File: src/rtl/imem_loader.sv
// rtl/imem_loader.sv - byte-stream program loader for the instruction memory
//
// Collects a little-endian byte stream into 32-bit words and writes them to
// consecutive word addresses starting at 0, holding the core in reset while
// the image is being written.
//
// Ports:
//   clk          system clock, rising edge
//   reset        asynchronous active-low reset
//   start        one-cycle load request (IDLE only)
//   word_count   number of words to load, sampled with start
//   byte_valid   byte_data carries a program byte
//   byte_data    program byte
//   byte_ready   loader accepts a byte this cycle
//   mem_we       one-cycle write strobe per word
//   mem_addr     byte address of the written word (multiple of 4)
//   mem_wdata    assembled word
//   cpu_hold     keeps the core in reset while high
//   busy         load in progress
//   done         sticky, last load completed
//   error        sticky, last start carried an illegal word_count
module imem_loader #(
  parameter int MEM_DEPTH = 64
) (
  input  logic        clk,
  input  logic        reset,
  input  logic        start,
  input  logic [15:0] word_count,
  input  logic        byte_valid,
  input  logic [7:0]  byte_data,
  output logic        byte_ready,
  output logic        mem_we,
  output logic [31:0] mem_addr,
  output logic [31:0] mem_wdata,
  output logic        cpu_hold,
  output logic        busy,
  output logic        done,
  output logic        error
);

  localparam logic [15:0] MAX_COUNT = 16'(MEM_DEPTH);

  typedef enum logic [1:0] {
    IDLE  = 2'd0,
    RECV  = 2'd1,
    WRITE = 2'd2,
    DONE  = 2'd3
  } state_t;

  state_t      state;
  logic [1:0]  byte_idx;
  logic [15:0] word_idx;
  logic [15:0] count;
  logic [23:0] low_bytes;   // bytes 0..2 of the word being assembled

  logic count_ok;
  logic accept;
  logic last_word;

  // Full 16-bit compare so that oversized counts are rejected, never wrapped.
  assign count_ok  = (word_count != 16'd0) && (word_count <= MAX_COUNT);
  assign accept    = byte_valid && byte_ready;
  assign last_word = (word_idx == (count - 16'd1));

  always_ff @(posedge clk or negedge reset) begin
    if (!reset) begin
      state      <= IDLE;
      byte_idx   <= 2'd0;
      word_idx   <= 16'd0;
      count      <= 16'd0;
      low_bytes  <= 24'd0;
      byte_ready <= 1'b0;
      mem_we     <= 1'b0;
      mem_addr   <= 32'd0;
      mem_wdata  <= 32'd0;
      cpu_hold   <= 1'b0;
      busy       <= 1'b0;
      done       <= 1'b0;
      error      <= 1'b0;
    end else begin
      case (state)
        IDLE: begin
          if (start) begin
            done <= 1'b0;
            if (count_ok) begin
              count      <= word_count;
              error      <= 1'b0;
              busy       <= 1'b1;
              cpu_hold   <= 1'b1;
              byte_ready <= 1'b1;
              byte_idx   <= 2'd0;
              word_idx   <= 16'd0;
              state      <= RECV;
            end else begin
              error <= 1'b1;
            end
          end
        end

        RECV: begin
          if (accept) begin
            case (byte_idx)
              2'd0:    low_bytes[7:0]   <= byte_data;
              2'd1:    low_bytes[15:8]  <= byte_data;
              2'd2:    low_bytes[23:16] <= byte_data;
              default: begin
                // Fourth byte: present the word and strobe it next cycle.
                mem_wdata  <= {byte_data, low_bytes};
                mem_addr   <= {14'd0, word_idx, 2'b00};
                mem_we     <= 1'b1;
                byte_ready <= 1'b0;
                state      <= WRITE;
              end
            endcase
            byte_idx <= byte_idx + 2'd1;
          end
        end

        WRITE: begin
          mem_we   <= 1'b0;
          word_idx <= word_idx + 16'd1;
          byte_idx <= 2'd0;
          if (last_word) begin
            // Release the core on the edge right after the final write.
            cpu_hold <= 1'b0;
            busy     <= 1'b0;
            done     <= 1'b1;
            state    <= DONE;
          end else begin
            byte_ready <= 1'b1;
            state      <= RECV;
          end
        end

        default: begin
          state <= IDLE;
        end
      endcase
    end
  end

endmodule

File: config.mk
export PLATFORM = sky130hd
export DESIGN_NAME = imem_loader
export DESIGN_NICKNAME = d
export VERILOG_FILES = /design/src/rtl/imem_loader.sv
export SDC_FILE = /design/constraint.sdc
export NUM_CORES = 1
export LEC_CHECK = 0
export ABC_AREA = 1
export CAP_MARGIN = 20
export CORE_UTILIZATION = 30
export DETAILED_ROUTE_END_ITERATION = 10
export SYNTH_ARGS = -nofsm -noshare
export SYNTH_HDL_FRONTEND = slang
export SYNTH_SLANG_ARGS = --single-unit
File: constraint.sdc
create_clock -name clk -period 2.15 [get_ports clk]
set_input_delay 0.43 -clock clk [delete_from_list [all_inputs] [get_ports clk]]
set_output_delay 0.43 -clock clk [all_outputs]
set_load 0.02 [all_outputs]
==> metrics.txt, run 1 <==
outcome=finished with violations; violated checks=design-rule violations, negative hold slack; final wirelength=12400 um; crit-path max FO=5; GP Congestion=0.794; CP startpoint kind=flop; R2R depth=15; Post-CTS Hold Buffers=0; CTS tree=built; Root Buffer=clkbuf_16; cell with the most instances after synthesis=nand2_1; flops & latches, synth=113; Seq/Total Area, Yosys=51.4%; total power=0.00879 W; Synth Warn #=0; Remaining Overflow, GRT=0; # placed instances=917; DRC=2; share of layout cells above drive strength 1=14.2%; DP Wirelength=9080 um; Placed Area=6610 um^2; vias in the first global route=4035; clk_skew=0.00704 ns; Crit Path Class=flop to flop; Initial Util=a little under a third; Least-Margin Pin Slew=between 0.5 and 0.6 ns; antenna violations before repair=0; Fmax=523 MHz; via count of the routed design=about 4200; most frequent CP cell=nand2_1; Final period util=89.0%; Req. time, crit path=around 2.5 ns; P per Cell Area=1210 nW/um^2; crit path DAT=roughly 2.2 ns; most common flop cell mapped by yosys=dfrtp_1; clk_lat worst skew=0.41 ns; CP delay by family, top=simple AND/OR/NAND/NOR gates; Synth top cells by count=166 x nand2_1, 113 x dfrtp_1, 69 x o21ai_0; asr flop ratio synth=100%; n_diodes=0; Clock Pin Slew Worst Setup and Hold Paths=~0.050 ns; minimum clock period=1.91 ns; clock sink count=113; Hold WS=-0.000990 ns; Total Die Area=between 15000 and 20000 um^2; first-pass GRT wire length=between 20000 and 25000 um; CTS Buf Count=17; post-synthesis instance area=between 5000 and 6000 um^2; Final TNS setup=0 ns; core area=18000 um^2; Post-CTS Setup Bufs=0; crit-path cells=inv_1 -> ha_2 -> nand2_2 -> nor2_2 -> nand2_1 -> nand2_1 -> nand2_1 -> nand2_1 -> nand2_1 -> nor2_1 -> nand2_1 -> nor2_2 -> nand2_2 -> nand3_1 -> nand2_1; Non-Filler Instances=949; Critical-path top delay cell=dfrtp_1; Slew Viols, Final=0; Post-synth EDFFs=0; area leader, netlist=dfrtp_1; number of cells on the critical path=15; Layout Nets=741; Worst slew margin=63.8%; Max VDD drop=0.892 mV; Detailed Routing Iterations Pass 1=7; largest net degree at the start of global routing=41; Synth cell types=41; Area Overhead vs Synth=32.1%; Top Ports=98; critical path's largest stage delay=roughly 0.36 ns; Mean Syn Cell Area=approximately 9 um^2; max_cap viols=0; routed wire length per instance=13.1 um; RSZ-0062 raised after global routing=no; Die Span X=137 um; row count=49; # port buffers=81; worst path bufs/invs=1; Synth area leaders=dfrtp_1 51%, nand2_1 11%, mux2_4 6.3%; Routed Antenna Nets=0; fin area=7270 um^2; Leak=3.47 nW; Hold Vio Cnt, Final=2; GRT Total Usage=14.3%; Syn Inst Count=608; final setup vio count=0; Die H=approximately 140 um; CTS H-tree depth=4; HP Class=input pin to asynchronous set/reset pin; DRT iter0 DRCs=165; Worst setup EP type=flop; clock tree buffer depth=2; Yosys top cell area share=between 50% and 60%; vias per cell=4.43
==> sequential cells by signal, indices dropped and copies added, names as in the netlist <==
register,count
low_bytes,24
mem_wdata,32
byte_idx,2
byte_ready,1
mem_addr,16
error,1
state,2
count,16
busy,1
done,1
mem_we,1
word_idx,16
==> per-layer routing <==
metal	GRT usage, %	vias to the layer above	share of wire (%)
met4	5.49	0	1.1
li1	-	2116	-
met2	23.1	104	46
met3	3.90	15	5.4
met1	18.1	1973	48
met5	0	-	0
==> final cells by class <==
class	instances	area, um^2
clock buffer	19	443
timing repair buffer	97	978
sequential	113	2830
multi-input combinational	418	2300
tap	229	287
inverter	60	225
clock inverter	13	209
fill	1765	10700
==> through the flow <==
step | util [%] | setup slack [ns]
floorplan | - | 0.442
global placement | 36.8 | 0.0196
CTS | 40.4 | 0.169
finish | 40.5 | 0.237
detailed placement | 36.8 | -0.0161
global route | 40.5 | 0.0119
==> power by group <==
group          leakage (nW)  switching (W)  internal, W
combinational          1.70        0.00135      0.00123
sequential             1.47       0.000378      0.00275
clock                 0.310       0.000997      0.00209
==> timing repair <==
item	in CTS	in global routing
gates resized for setup	0	2
endpoints found under the setup margin	0	2
hold endpoints to repair	0	0
==> cells in the final DEF, fill, tap and decap left out, types with 16 or more instances in the layout <==
cell type	count
nand3_1	22
nor2_1	39
inv_1	55
o21ai_0	69
clkbuf_16	17
dfrtp_1	113
mux2_4	23
clkdlybuf4s50_1	80
xor2_1	18
nand2_1	166
conb_1	16
==> logic make-up after synthesis <==
group	count (synthesis)	synth area share, %
flip-flops	113	51.4
adder cells (fa/ha/maj)	6	1.36
buffers and inverters	92	8.05
XOR/XNOR	20	3.18
AND/OR/NAND/NOR	268	21.4
other	1	0.0681
multiplexers	25	6.68
AO/OA/AOI/OAI	83	7.84
==> worst paths after layout <==
| kind | from | end | slack, ns |
|---|---|---|---|
| min reg2reg | mem_we$_DFFE_PN0P_ | mem_we$_DFFE_PN0P_ | 0.47 |
| max reg2reg | count[1]$_DFFE_PN0P_ | byte_ready$_DFFE_PN0P_ | 0.24 |
| min in group clk | mem_we$_DFFE_PN0P_ | mem_we$_DFFE_PN0P_ | 0.47 |
| max | count[1]$_DFFE_PN0P_ | byte_ready$_DFFE_PN0P_ | 0.24 |
| max in group asynchronous | reset | count[12]$_DFFE_PN0P_ | 1.54 |
| min | reset | mem_wdata[9]$_DFFE_PN0P_ | -0.001 |
Power figures use the tool's default switching activity.
==> inputs of run 2 (changes only) <==
Clock period 2.15 ns to 1.8 ns, I/O delays scaled along.
==> run 2 against run 1 <==
The flow finishes with violations (design-rule violations). Non-clock buffer count increased by 29. Via count increased by 2.1%. Clock power increased by 17%. First-iteration DRC count increased by 55%. Combinational power increased by 24%. Critical path depth decreased by 14. Routed wire length increased by 3.4%. Die area unchanged. Largest cell class unchanged.
==> metrics.txt, run 2 (same netlist as run 1, synthesis figures left out) <==
Hold WS=0.415 ns (was -0.000990 ns); commonest non-fill, non-tap cell in the layout=nand2_1 (unchanged); core area=18000 um^2 (unchanged); Reg area=2830 um^2 (about the same); Remaining Overflow, GRT=0 (unchanged); clock tree buffer depth=2 (unchanged); max_cap viols=0 (unchanged); Non-Filler Instances=977 (was 949); Largest regs=mem_wdata (32), low_bytes (24) (unchanged); Total Die Area=18900 um^2 (unchanged); crit-path cells=clkdlybuf4s50_1 (was inv_1 -> ha_2 -> nand2_2 -> nor2_2 -> nand2_1 -> nand2_1 -> nand2_1 -> nand2_1 -> nand2_1 -> nor2_1 -> nand2_1 -> nor2_2 -> nand2_2 -> nand3_1 -> nand2_1); first-pass GRT wire length=21500 um (was 20400 um); CP startpoint kind=flop (unchanged); DRC=2 (unchanged); Crit Path Class=flop to primary output (was flop to flop); Layout Nets=770 (was 741); Die Span X=137 um (unchanged); CP delay by family, top=buffers and inverters (was simple AND/OR/NAND/NOR gates); DP Wirelength=9370 um (was 9080 um); Top reg by flops=mem_wdata (unchanged); via count of the routed design=4296 (was 4208); final wirelength=12900 um (was 12400 um); Clock Pin Slew Worst Setup and Hold Paths=0.05 ns (about the same); largest net degree at the start of global routing=37 (was 41); most frequent cells in the layout=161 x nand2_1, 111 x dfrtp_1, 69 x o21ai_0, 60 x clkdlybuf4s50_1, 52 x inv_1 (was 166 x nand2_1, 113 x dfrtp_1, 80 x clkdlybuf4s50_1, 69 x o21ai_0, 55 x inv_1); Die H=137 um (unchanged); Worst setup EP type=primary output (was flop); Leak=3.92 nW (was 3.47 nW); Final period util=a little over nine tenths; CTS tree=built (unchanged); clock sink count=113 (unchanged); vias in the first global route=4223 (was 4035); Area Overhead vs Synth=39.0% (was 32.1%); worst path bufs/invs=1 (unchanged); Top Ports=98 (unchanged); vias per cell=4.40 (was 4.43); Hold Vio Cnt, Final=0 (was 2); HP Class=input pin to asynchronous set/reset pin (unchanged); violated checks=design-rule violations (was design-rule violations, negative hold slack); Max VDD drop=0.850 mV (was 0.892 mV); Routed Antenna Nets=0 (unchanged); crit path DAT=1.40 ns (was 2.22 ns); Slew Viols, Final=0 (unchanged); minimum clock period=1.76 ns; n_diodes=0 (unchanged); RSZ-0062 raised after global routing=yes (was no); # port buffers=81 (unchanged); Detailed Routing Iterations Pass 1=7 (unchanged); clk_lat worst skew=0.41 ns (about the same); P per Cell Area=1380 nW/um^2 (was 1210 nW/um^2); GP Congestion=0.797 (was 0.794); routed wire length per instance=13.2 um (was 13.1 um); row count=49 (unchanged); CTS H-tree depth=4 (unchanged); outcome=finished with violations (unchanged); CTS Buf Count=17 (unchanged); Root Buffer=clkbuf_16 (unchanged); share of layout cells above drive strength 1=19.7% (was 14.2%); area of the multi-input gates=2370 um^2 (was 2300 um^2); crit-path max FO=2 (was 5); Critical-path top delay cell=clkdlybuf4s50_1 (was dfrtp_1); # placed instances=943 (was 917); max reg flops=32 (unchanged); Req. time, crit path=1.44 ns (was 2.45 ns); Initial Util=30.6% (unchanged); Fmax=570 MHz; Filler Cell Count=1756 (was 1765); antenna violations before repair=0 (unchanged); critical path's largest stage delay=0.64 ns (was 0.36 ns); GRT Total Usage=15.1% (was 14.3%); final setup vio count=0 (unchanged); DRT iter0 DRCs=255 (was 165); clk_skew=0.00650 ns (was 0.00704 ns)
-- run 2: cell types whose count changed in the layout (fill, tap and decap cells not counted), moves of 4 or more --
cell             change
dlymetal6s2s_1      +19
nand2_1              -5
nor2_1               -5
buf_4               +22
clkdlybuf4s50_1     -20
buf_12               +4
-- run 2: report_power, final --
part,internal [W],switching [W]
Clock,0.00245,0.00115
Combinational,0.00157,0.00164
Sequential,0.00328,0.000456
-- run 2: final cells by class --
cell class | count | share of cell area (%)
sequential | 113 | 37.0
multi-input combinational | 418 | 30.9
clock buffer | 22 | 6.33
clock inverter | 9 | 2.01
timing repair buffer | 126 | 17.0
inverter | 60 | 2.94
tap | 229 | 3.75
-- run 2: path summary, 6_finish.rpt --
kind	depth (start not counted)	startpoint	end	slack [ns]
setup / recovery	1	mem_wdata[29]$_DFFE_PN0P_	mem_wdata[29]	0.04
hold / removal	2	reset	mem_wdata[13]$_DFFE_PN0P_	0.42
setup reg to reg	15	count[1]$_DFFE_PN0P_	byte_ready$_DFFE_PN0P_	0.06
hold reg to reg	2	mem_we$_DFFE_PN0P_	mem_we$_DFFE_PN0P_	0.47
max in group asynchronous	3	reset	count[3]$_DFFE_PN0P_	0.83
min in group clk	2	mem_we$_DFFE_PN0P_	mem_we$_DFFE_PN0P_	0.47
-- run 2: metrics by stage --
| stage | power (W) | TNS [ns] | cell area, um^2 | worst slack (ns) | util, % |
|---|---|---|---|---|---|
| floorplan | 0.00549 | 0 | 5560 | 0.0922 | - |
| global placement | 0.00696 | -6.17 | 6850 | -0.235 | 38.1 |
| detailed placement | 0.00702 | -7.10 | 6850 | -0.253 | 38.1 |
| CTS | 0.0107 | 0 | 7530 | 0.00621 | 41.9 |
| global route | 0.0112 | -0.212 | 7650 | -0.0799 | 42.6 |
| finish | 0.0105 | 0 | 7650 | 0.0447 | 42.6 |
-- run 2: timing repair --
action,4_1_cts,5_1_grt
pin swaps,7,14
hold buffers,1,0
endpoints found under the hold margin,18,0
setup endpoints to repair,4,23
gates resized for setup,9,38
setup buffers,0,2
-- run 2: layer usage --
layer  routed length (um)  track usage [%]
met1                 6050             19.3
met2                 6020             24.0
met3                  696             4.56
met4                  102             5.25
met5                    0                0
==> inputs of run 3 (changes only) <==
Settings changed: DONT_BUFFER_PORTS set to 1.
Clock period 1.8 ns to 1.92 ns, I/O delays scaled along.
==> run 3 against run 2 <==
The run ends with negative hold slack left. Total power down 19%. Hold slack worse by 0.75 ns. First-iteration DRC count down 28%. Final area down 17%. Count of clock-buffer cells in the layout down 2. Largest power group unchanged.
==> metrics.txt, run 3 (same netlist as run 1, synthesis figures left out) <==
WL met1=5740 um (was 6050 um); Req. time, crit path=2.22 ns (was 1.44 ns); row count=49 (unchanged); Internal=0.00557 W (was 0.00730 W); Post-CTS Setup Bufs=0 (unchanged); largest net degree at the start of global routing=114 (was 37); Setup WS pre-CTS=0.114 ns (was -0.253 ns); violated checks=negative hold slack (was design-rule violations); Initial Util=30.6% (unchanged); CP startpoint kind=flop (unchanged); final wirelength=12300 um (was 12900 um); Worst setup EP type=flop (was primary output); Remaining Overflow, GRT=0 (unchanged); DP Wirelength=8750 um (was 9370 um); Clock power frac=35.1% (was 34.1%); Hold Vio Cnt, Final=113 (was 0); DRT iter0 DRCs=183 (was 255); Top Ports=98 (unchanged); Top Layer Used=met4 (unchanged); Largest regs=mem_wdata (32), low_bytes (24) (unchanged); share of layout cells above drive strength 1=15.9% (was 19.7%); sw frac=34.6% (was 30.7%); met3 WL=921 um (was 696 um); Die Span X=137 um (unchanged); NetSw=0.00294 W (was 0.00324 W); Comb pwr share=16.8% (was 30.4%); CTS Buf Count=17 (unchanged); CTS tree=built (unchanged); clk_lat worst skew=0.41 ns (about the same); Fmax=577 MHz; Layout Nets=658 (was 770); Routed Antenna Nets=0 (unchanged); commonest non-fill, non-tap cell in the layout=nand2_1 (unchanged); final worst-path setup slack=0.188 ns (was 0.0447 ns); antenna violations before repair=0 (unchanged); Leak=3.10 nW (was 3.92 nW); GRT Total Usage=14.0% (was 15.1%); core area=18000 um^2 (unchanged); Filler Cell Count=1825 (was 1756); HP Class=input pin to asynchronous set/reset pin (unchanged); Slew Viols, Final=0 (unchanged); vias in the first global route=3752 (was 4223); # port buffers=0 (was 81); first-pass GRT wire length=19900 um (was 21500 um); Post-Route Utilization=35.3% (was 42.6%); CTS H-tree depth=4 (unchanged); Clock Pin Slew Worst Setup and Hold Paths=0.06 ns (was 0.05 ns); met2 WL=5510 um (was 6020 um); Hold WS=-0.332 ns (was 0.415 ns); most frequent cells in the layout=166 x nand2_1, 113 x dfrtp_1, 69 x o21ai_0, 53 x inv_1, 38 x nor2_1 (was 161 x nand2_1, 111 x dfrtp_1, 69 x o21ai_0, 60 x clkdlybuf4s50_1, 52 x inv_1); Flop pwr share=48.1% (was 35.5%); max reg flops=32 (unchanged); P per Cell Area=1340 nW/um^2 (was 1380 nW/um^2); total power=0.00851 W (was 0.0105 W); DRC=0 (was 2); final setup vio count=0 (unchanged); Total Die Area=18900 um^2 (unchanged); max_cap viols=0 (unchanged); Max VDD drop=0.797 mV (was 0.850 mV); via count of the routed design=3924 (was 4296); crit path DAT=2.03 ns (was 1.40 ns); clock sink count=113 (unchanged); routed wire length per instance=14.2 um (was 13.2 um); Die H=137 um (unchanged); crit-path max FO=5 (was 2); minimum clock period=1.73 ns; Area Overhead vs Synth=15.1% (was 39.0%); RSZ-0062 raised after global routing=no (was yes); Crit Path Class=flop to flop (was flop to primary output); Top reg by flops=mem_wdata (unchanged); Final period util=90.2%; Detailed Routing Iterations Pass 1=4 (was 7); GP Congestion=0.788 (was 0.797); Root Buffer=clkbuf_16 (unchanged); clk_skew=0.00736 ns (was 0.00650 ns); outcome=finished with violations (unchanged); Final TNS setup=0 ns (unchanged); vias per cell=4.53 (was 4.40); clock tree buffer depth=2 (unchanged); n_diodes=0 (unchanged)
## run 3: cell type report
cell class                 instances  area, um^2  area share, %
tap                              229         287           4.52
multi-input combinational        418        2310           36.5
clock inverter                    12         110           1.74
clock buffer                      20         457           7.21
sequential                       113        2830           44.6
inverter                          60         225           3.56
timing repair buffer              14         118           1.86
## run 3: power groups by stage
stage               registers [W]  logic, W  clock network (W)
floorplan                 0.00395   0.00119                  0
global placement          0.00412   0.00141                  0
detailed placement        0.00415   0.00144                  0
CTS                       0.00411   0.00145            0.00305
global route              0.00421   0.00165            0.00316
finish                    0.00409   0.00143            0.00299
## run 3: critical path, stage by stage (launching register included)
cell and delay, ns:
dfrtp_1 0.39, inv_2 0.09, buf_4 0.14, nand3_4 0.11, nor2_4 0.18, nand2_2 0.09, nor2_1 0.09, nand2_1 0.05
nand2_1 0.07, nand3_1 0.09, nor2_2 0.10, nand2_2 0.10, nand3_1 0.08, nand2_1 0.05
## run 3: per-layer routing
layer	GRT usage [%]	vias up
met1	18.5	1846
met3	4.97	8
li1	-	1954
met4	4.21	0
met5	0	-
met2	21.4	116
## run 3: final timing paths
| path | startpoint | endpoint | slack (ns) | depth (start not counted) |
|---|---|---|---|---|
| setup / recovery | count[0]$_DFFE_PN0P_ | byte_ready$_DFFE_PN0P_ | 0.19 | 13 |
| hold / removal | reset | mem_wdata[11]$_DFFE_PN0P_ | -0.33 | 0 |
| setup reg to reg | count[0]$_DFFE_PN0P_ | byte_ready$_DFFE_PN0P_ | 0.19 | 13 |
| hold reg to reg | low_bytes[13]$_DFFE_PN0P_ | low_bytes[13]$_DFFE_PN0P_ | 0.48 | 2 |
| max in group asynchronous | reset | count[15]$_DFFE_PN0P_ | 2.09 | 0 |
| min in group clk | word_count[2] | count[2]$_DFFE_PN0P_ | 0.10 | 2 |
## run 3: repair_timing
action                                 4_1_cts  5_1_grt
resized for setup                            0        6
endpoints found under the hold margin      113      113
setup endpoints to repair                    0        4
## run 3: per-stage QoR
stage,instance area (um^2),cells
after global routing,6330,866
after global placement,5750,834
after floorplan,5560,623
final,6330,866
after detailed placement,5750,834
after CTS,6310,866
